==> src/rtl/msx_joy_pkg.sv <==
// Shared types, packet field positions and helpers for the MSX joystick-port
// mouse reader.
package msx_joy_pkg;

  // Poll sequencer: idle wait, four strobe phases (one nibble each), emit.
  typedef enum logic [2:0] {
    IDLE,
    XH,
    XL,
    YH,
    YL,
    EMIT
  } mrd_state_t;

  // ps2_mouse packet layout: [24] toggle, [23:16] Y, [15:8] X, [7:0] flags.
  localparam int PS2M_TOG    = 24;
  localparam int PS2M_Y_HI   = 23;
  localparam int PS2M_Y_LO   = 16;
  localparam int PS2M_X_HI   = 15;
  localparam int PS2M_X_LO   = 8;
  localparam int PS2M_F_HI   = 7;
  localparam int PS2M_F_LO   = 0;

  // Flag byte bit positions.
  localparam int PS2M_F_LEFT  = 0;
  localparam int PS2M_F_RIGHT = 1;
  localparam int PS2M_F_ONE   = 3;
  localparam int PS2M_F_XSGN  = 4;
  localparam int PS2M_F_YSGN  = 5;

  // Two's-complement negation that clamps -128 to +127 instead of wrapping.
  function automatic logic [7:0] sat_neg(input logic [7:0] v);
    if (v == 8'h80) begin
      return 8'h7F;
    end
    return (~v) + 8'd1;
  endfunction

endpackage

==> src/rtl/sync_2ff.sv <==
// Two-flop synchronizer for asynchronous level inputs, with a selectable
// reset level so idle-high pins do not glitch low out of reset.
module sync_2ff #(
  parameter int   WIDTH     = 1,
  parameter logic RESET_VAL = 1'b1
) (
  input  logic             clk_sys,
  input  logic             reset,
  input  logic [WIDTH-1:0] d_i,
  output logic [WIDTH-1:0] q_o
);

  logic [WIDTH-1:0] meta_q;
  logic [WIDTH-1:0] sync_q;

  // Shift raw pin levels through two flops before anyone looks at them.
  always_ff @(posedge clk_sys) begin
    if (reset) begin
      // NOTE: sequential state uses <= so both flops sample the old values
      // on the same edge; a blocking = here would collapse them into one.
      meta_q <= {WIDTH{RESET_VAL}};
      sync_q <= {WIDTH{RESET_VAL}};
    end else begin
      meta_q <= d_i;
      sync_q <= meta_q;
    end
  end

  assign q_o = sync_q;

endmodule

==> src/rtl/msx_mouse_reader.sv <==
// Initiator for the MSX joystick-port mouse: periodically toggles the strobe
// pin, reads X/Y as four nibbles plus the two buttons, and republishes the
// result in ps2_mouse packet format.
module msx_mouse_reader
  import msx_joy_pkg::*;
#(
  parameter int SETTLE_CYC = 1074,
  parameter int POLL_CYC   = 358000
) (
  input  logic        clk_sys,
  input  logic        reset,
  input  logic        enable,
  input  logic [5:0]  joy_in,
  output logic        strobe,
  output logic [24:0] ps2_mouse,
  output logic        busy
);

  localparam int PCW = (POLL_CYC > 1) ? $clog2(POLL_CYC) : 1;
  localparam int SCW = $clog2(SETTLE_CYC);

  localparam logic [PCW-1:0] POLL_LAST   = PCW'(POLL_CYC - 1);
  localparam logic [SCW-1:0] SETTLE_LAST = SCW'(SETTLE_CYC - 1);

  mrd_state_t     state_q, state_d;
  logic [PCW-1:0] poll_cnt_q, poll_cnt_d;
  logic [SCW-1:0] phase_cnt_q, phase_cnt_d;
  logic [15:0]    nib_q, nib_d;         // {XH, XL, YH, YL} once all four land
  logic [1:0]     btn_cap_q, btn_cap_d; // {R, L} captured this poll
  logic [1:0]     btn_last_q, btn_last_d; // {R, L} last published
  logic [24:0]    ps2_q, ps2_d;

  logic [5:0]     joy_sync;
  logic           poll_last;
  logic           phase_last;
  logic           in_phase;
  logic [7:0]     x_out;
  logic [7:0]     y_out;
  logic           changed;

  sync_2ff #(
    .WIDTH     (6),
    .RESET_VAL (1'b1)
  ) u_sync (
    .clk_sys (clk_sys),
    .reset   (reset),
    .d_i     (joy_in),
    .q_o     (joy_sync)
  );

  // Next-state, capture and packet update logic.
  always_comb begin
    // NOTE: every signal written here gets a default first, so no path
    // through the case can leave one unassigned and infer a latch.
    state_d     = state_q;
    poll_cnt_d  = poll_cnt_q;
    phase_cnt_d = phase_cnt_q;
    nib_d       = nib_q;
    btn_cap_d   = btn_cap_q;
    btn_last_d  = btn_last_q;
    ps2_d       = ps2_q;
    strobe      = 1'b0;

    poll_last  = (poll_cnt_q == POLL_LAST);
    phase_last = (phase_cnt_q == SETTLE_LAST);
    in_phase   = (state_q == XH) || (state_q == XL) ||
                 (state_q == YH) || (state_q == YL);

    // Mouse reports positive = left/up; PS/2 wants positive = right.
    x_out   = sat_neg(nib_q[15:8]);
    y_out   = nib_q[7:0];
    changed = (x_out != 8'h00) || (y_out != 8'h00) || (btn_cap_q != btn_last_q);

    // Poll period runs through the whole poll so starts stay POLL_CYC apart;
    // it is held clear while polling is disabled.
    if (!enable || poll_last) begin
      poll_cnt_d = '0;
    end else begin
      poll_cnt_d = poll_cnt_q + 1'b1;
    end

    if (in_phase) begin
      phase_cnt_d = phase_last ? '0 : phase_cnt_q + 1'b1;
    end else begin
      phase_cnt_d = '0;
    end

    case (state_q)
      IDLE: begin
        if (enable && poll_last) begin
          state_d = XH;
        end
      end

      XH: begin
        strobe = 1'b1;
        if (phase_last) begin
          nib_d   = {nib_q[11:0], joy_sync[3:0]};
          state_d = XL;
        end
      end

      XL: begin
        if (phase_last) begin
          nib_d   = {nib_q[11:0], joy_sync[3:0]};
          state_d = YH;
        end
      end

      YH: begin
        strobe = 1'b1;
        if (phase_last) begin
          nib_d   = {nib_q[11:0], joy_sync[3:0]};
          state_d = YL;
        end
      end

      YL: begin
        if (phase_last) begin
          nib_d     = {nib_q[11:0], joy_sync[3:0]};
          btn_cap_d = {~joy_sync[5], ~joy_sync[4]};
          state_d   = EMIT;
        end
      end

      EMIT: begin
        if (changed) begin
          ps2_d[PS2M_TOG]             = ~ps2_q[PS2M_TOG];
          ps2_d[PS2M_Y_HI:PS2M_Y_LO]  = y_out;
          ps2_d[PS2M_X_HI:PS2M_X_LO]  = x_out;
          ps2_d[PS2M_F_HI:PS2M_F_LO]  = 8'h00;
          ps2_d[PS2M_F_LEFT]          = btn_cap_q[0];
          ps2_d[PS2M_F_RIGHT]         = btn_cap_q[1];
          ps2_d[PS2M_F_ONE]           = 1'b1;
          ps2_d[PS2M_F_XSGN]          = x_out[7];
          ps2_d[PS2M_F_YSGN]          = y_out[7];
          btn_last_d                  = btn_cap_q;
        end
        state_d = IDLE;
      end

      default: begin
        state_d = IDLE;
      end
    endcase

    // Losing enable mid-poll abandons it: no publish, partial data dropped.
    if (!enable && (state_q != IDLE)) begin
      state_d     = IDLE;
      phase_cnt_d = '0;
      nib_d       = '0;
      btn_cap_d   = btn_cap_q;
      btn_last_d  = btn_last_q;
      ps2_d       = ps2_q;
    end

    busy = (state_q != IDLE);
  end

  // State, counters and packet register.
  always_ff @(posedge clk_sys) begin
    if (reset) begin
      state_q     <= IDLE;
      poll_cnt_q  <= '0;
      phase_cnt_q <= '0;
      nib_q       <= '0;
      btn_cap_q   <= '0;
      btn_last_q  <= '0;
      ps2_q       <= '0;
    end else begin
      state_q     <= state_d;
      poll_cnt_q  <= poll_cnt_d;
      phase_cnt_q <= phase_cnt_d;
      nib_q       <= nib_d;
      btn_cap_q   <= btn_cap_d;
      btn_last_q  <= btn_last_d;
      ps2_q       <= ps2_d;
    end
  end

  assign ps2_mouse = ps2_q;

endmodule
==> config.mk <==
export PLATFORM = sky130hd
export DESIGN_NAME = msx_mouse_reader
export DESIGN_NICKNAME = d
export VERILOG_FILES = /design/src/rtl/msx_joy_pkg.sv /design/src/rtl/sync_2ff.sv /design/src/rtl/msx_mouse_reader.sv
export SDC_FILE = /design/constraint.sdc
export NUM_CORES = 1
export LEC_CHECK = 0
export BUFFER_PORTS_ARGS = -buffer_cell sky130_fd_sc_hd__buf_2
export CORE_AREA = 5 5 101 126
export CTS_CLUSTER_SIZE = 16
export DETAILED_ROUTE_END_ITERATION = 8
export DIE_AREA = 0 0 106 131
export HOLD_SLACK_MARGIN = 0.15
export PLACE_DENSITY = 0.62
export SETUP_SLACK_MARGIN = 0.15
export SYNTH_ARGS = -nofsm -noshare
export SYNTH_HDL_FRONTEND = slang
export SYNTH_SLANG_ARGS = --single-unit
==> constraint.sdc <==
create_clock -name clk_sys -period 6.65 [get_ports clk_sys]
set_input_delay 1.33 -clock clk_sys [delete_from_list [all_inputs] [get_ports clk_sys]]
set_output_delay 1.33 -clock clk_sys [all_outputs]
set_load 0.005 [all_outputs]
==> impl_summary.md <==
Status
The run finished with clean final reports.

Layout
The number of antenna repair diodes is 0. The number of fillers in the final layout is 1,153. The cell area after layout is 0.00430 mm².

Summing all flip-flop and latch instances after layout gives between 0.0015 and 0.002 mm². After the last flow step, the layout net total stands at 457. The multi-input gate area in the final layout is between 0.0015 and 0.002 mm². The layout cell share with drive strength beyond 1 is between 10% and 20%. The final standard cell count with taps included and fillers excluded is 587.

Cells fill 37.6% of the core in the end. The growth of design area from synthesis to finish is 13.8%.

Place
The worst-case setup slack after placement is 3580 ps. Once placement finished, the instance area stood at roughly 0.0040 mm². The cell count after placement is 571. The final estimated routing congestion in global placement is 0.782. The count of buffers added on input and output ports is 32. The final HPWL from detailed placement is ~5.7 mm.

Synthesis
After synthesis the netlist holds a flip-flop and latch count of just over 80. The most used flip-flop cell after synthesis is sky130_fd_sc_hd__dfxtp_1. The instance count of the mapped netlist is 422.

The count of flip-flops with a built-in enable after synthesis is 0. The synthesized netlist devotes 1.32% of its cell area to adder and majority cells. The async set or reset register ratio after synthesis is 0%.

Yosys attributes the largest share of cell area to sky130_fd_sc_hd__dfxtp_1, sky130_fd_sc_hd__xor2_1, sky130_fd_sc_hd__nor2_1. The synthesized netlist occupies a cell area of 0.00378 mm². The main combinational cell family by area after synthesis is simple AND/OR/NAND/NOR gates. The share of the synthesized area in the top cell type is roughly 44%.

The sequential fraction of the synthesis area is a little over two fifths. The commonest cells after synthesis are sky130_fd_sc_hd__dfxtp_1, sky130_fd_sc_hd__nor2_1, sky130_fd_sc_hd__nand2_1. Summing the areas of all xor and xnor instances in the mapped netlist gives about 7.0% of the synthesized area. Averaged over all synthesized cells, the footprint is around 9 µm².

The number of distinct library cell variants in the gate-level netlist after synthesis is 57. The compound-gate portion of the synthesized area is between 10 and 15%. The mux cell area share after synthesis is 1.36%. After Yosys synthesis, and, or, nand and nor cells account for 27.6% of the synthesized area. The largest total area in the synthesized netlist belongs to sky130_fd_sc_hd__dfxtp_1. The most common cell in the synthesized netlist is sky130_fd_sc_hd__dfxtp_1. The number of warnings printed during yosys synthesis is 0.

Critical path
The largest single stage delay on the critical path is roughly 550 ps. Data on the critical path is required at its endpoint by around 6900 ps. The slowest stage cell on the critical path is sky130_fd_sc_hd__a21o_1. The cell repeated most along the worst path is sky130_fd_sc_hd__nor2_1. The capturing element type of the critical path is a flip-flop. Data on the critical path arrives at its endpoint at 2910 ps. In this run the worst path has a maximum fanout of 37. Traced cell by cell, the critical path runs through buf_2, a21o_1, nor2_1, nand2_1, nor2_1.

Broken down by cell family, the worst path's largest delay share belongs to compound AO/OA/AOI/OAI gates. STA classifies the critical path startpoint as an input port. The setup path with the least slack is of type input port to flip-flop. Together, buffers and inverters on the worst path number 1.

Global routing
The initial antenna violation count was 0. The number of global-route vias before repair is 2,822. After global routing the overflow that remains totals 0. The maximum number of pins on one net before global-route repair is 38. For this run, the total global-route usage over all layers was measured as 12.0%. The first global-routing pass estimated 13.3 mm of wire.

Timing
At the pin with the least slew margin, the transition time is 711 ps. The final max-slew violation count was 0. The maximum operating frequency is around 370 MHz. Across all setup checks in the final design, the least slack found is 3960 ps. The share of the clock period used by the worst path after layout is 40.5%. The worst clock skew is approximately 8.4 ps.

The total negative slack for setup checks is 0 ps. Counting I/O delays and the setup requirement, the final critical path takes 2690 ps. The hold violation total from the final report was 0. Measured against its own limit, the worst slew margin works out to 52.2%.

The final setup violation count is 0. Across all hold checks on the routed design, the worst slack comes to 406 ps. Setup repair after global routing left no endpoint under its margin.

CTS
The H-tree depth is 3. Counting along the longest clock path gives a buffer depth of 2. The number of setup buffers added after CTS is 0. The cell sitting at the root of the clock tree is a sky130_fd_sc_hd__clkbuf_16. Hold repair after CTS inserted 0 buffers. The number of clock sinks seen by CTS is 83. For the worst-skew pair, the clock arrives at the later sink with an insertion delay of 340 ps. The total CTS buffers is 9.

The clock transition at the register clock pins on the worst setup and hold paths after CTS is about 60 ps. In this run, post-CTS repair resized a total of 0 instances. The clock tree from TritonCTS is yes.

Power and ir drop
The internal power is 796 µW. The net switching component of the power is 209 µW. The part of the power in registers is 50.0%. In this run, the combinational gates consume 1.6% of the power.

For this design the ratio of total power to cell area is 234 mW/mm². Overall power consumption after layout is estimated at approximately 1.0 mW. The peak supply drop is 0.0997 mV.

Net switching is a little over a fifth of the power. The clock group share of total power is 48.4%. The static leakage power is 1.63 nW.

Die
The die span in x is 106 µm. The die is 131 µm tall. The site row count is 44. The core region is approximately 0.011 mm².

36 I/O pins were placed. Once the floorplan was initialized, standard cells occupied about a third of the core. The die covers about 0.014 mm².

Route
For this run, the detailed router's first-pass iteration total came to 6. The number of DRC violations after detailed-routing iteration 0 is 89. The remaining design rule violation count is 0. The total length of routed wires is 7.90 mm. The number of antenna-violating nets in the routed design is 0. The total via count after detailed routing is approximately 3,000. Dividing the detail-routed via count by the number of cells gives 5.08.

Dividing the detail-routed wire length by the instance count gives 13.5 µm.

Worst hold path
In this run the worst hold path is classified as flip-flop to flip-flop.

Job
Across the run, the number of max-cap violations was 0.
-- final cells by class --
cell class                 instances  share of cell area, %
multi-input combinational        303                   45.3
clock inverter                     7                   1.60
tap                              138                   4.02
timing repair buffer              34                   4.07
inverter                          13                   1.13
sequential                        83                   38.6
clock buffer                       9                   5.24
-- layout by cell type (no fill, tap or decap), types with 6 or more instances in the layout --
cell type,instances
sky130_fd_sc_hd__dfxtp_1,83
sky130_fd_sc_hd__nor2_1,46
sky130_fd_sc_hd__nand2_1,40
sky130_fd_sc_hd__a21oi_1,33
sky130_fd_sc_hd__buf_2,32
sky130_fd_sc_hd__xor2_1,23
sky130_fd_sc_hd__nand3_1,19
sky130_fd_sc_hd__nand4_1,15
sky130_fd_sc_hd__or2_2,14
sky130_fd_sc_hd__inv_1,13
sky130_fd_sc_hd__clkbuf_16,9
sky130_fd_sc_hd__o21ai_0,8
sky130_fd_sc_hd__and3_1,8
sky130_fd_sc_hd__a211oi_2,8
sky130_fd_sc_hd__xnor2_1,7
sky130_fd_sc_hd__or3_1,6
sky130_fd_sc_hd__nor3_1,6
-- power by group through the flow --
stage                     combinational (mW)  clock [mW]  sequential, mW
after floorplan                       0.0127           0           0.514
after CTS                             0.0165       0.503           0.503
after detailed placement              0.0164           0           0.514
after global placement                0.0163           0           0.514
final                                 0.0162       0.486           0.503
after global routing                  0.0184       0.525           0.503
-- worst paths after layout --
kind / startpoint / end / slack [ps] / depth (start not counted)
worst max-delay path: reset / phase_cnt_q[2]$_SDFF_PP0_ / 3960 / 5
worst min-delay path: u_sync.meta_q[3]$_SDFF_PP1_ / u_sync.q_o[3]$_SDFF_PP1_ / 410 / 1
worst max register to register: phase_cnt_q[4]$_SDFF_PP0_ / nib_q[0]$_SDFFE_PP0P_ / 4230 / 5
worst min register to register: u_sync.meta_q[3]$_SDFF_PP1_ / u_sync.q_o[3]$_SDFF_PP1_ / 410 / 1
-- layer usage --
layer | global-route usage [%] | share of wire, % | vias up
met3 | 3.98 | 4.5 | 13
li1 | - | - | 1533
met5 | 0 | 0 | -
met1 | 13.4 | 45 | 1396
met2 | 20.6 | 49 | 42
met4 | 5.95 | 2.1 | 0
-- flip-flops by register name (all words and copies together) (netlist names) --
signal         cells
ps2_mouse         19
btn_cap_q          2
nib_q             16
phase_cnt_q       11
u_sync.q_o         6
u_sync.meta_q      6
btn_last_q         1
poll_cnt_q        19
state_q            3
-- cell families after synthesis --
| family | Yosys count |
|---|---|
| and+or+nand+nor | 189 |
| DFF | 83 |
| AOI/OAI and AO/OA | 72 |
| buffers and inverters | 38 |
| xor gates and xnor gates | 30 |
| muxes | 5 |
| adders and majority gates | 4 |
| other | 1 |
No activity file was read; power rests on OpenSTA's default activity.
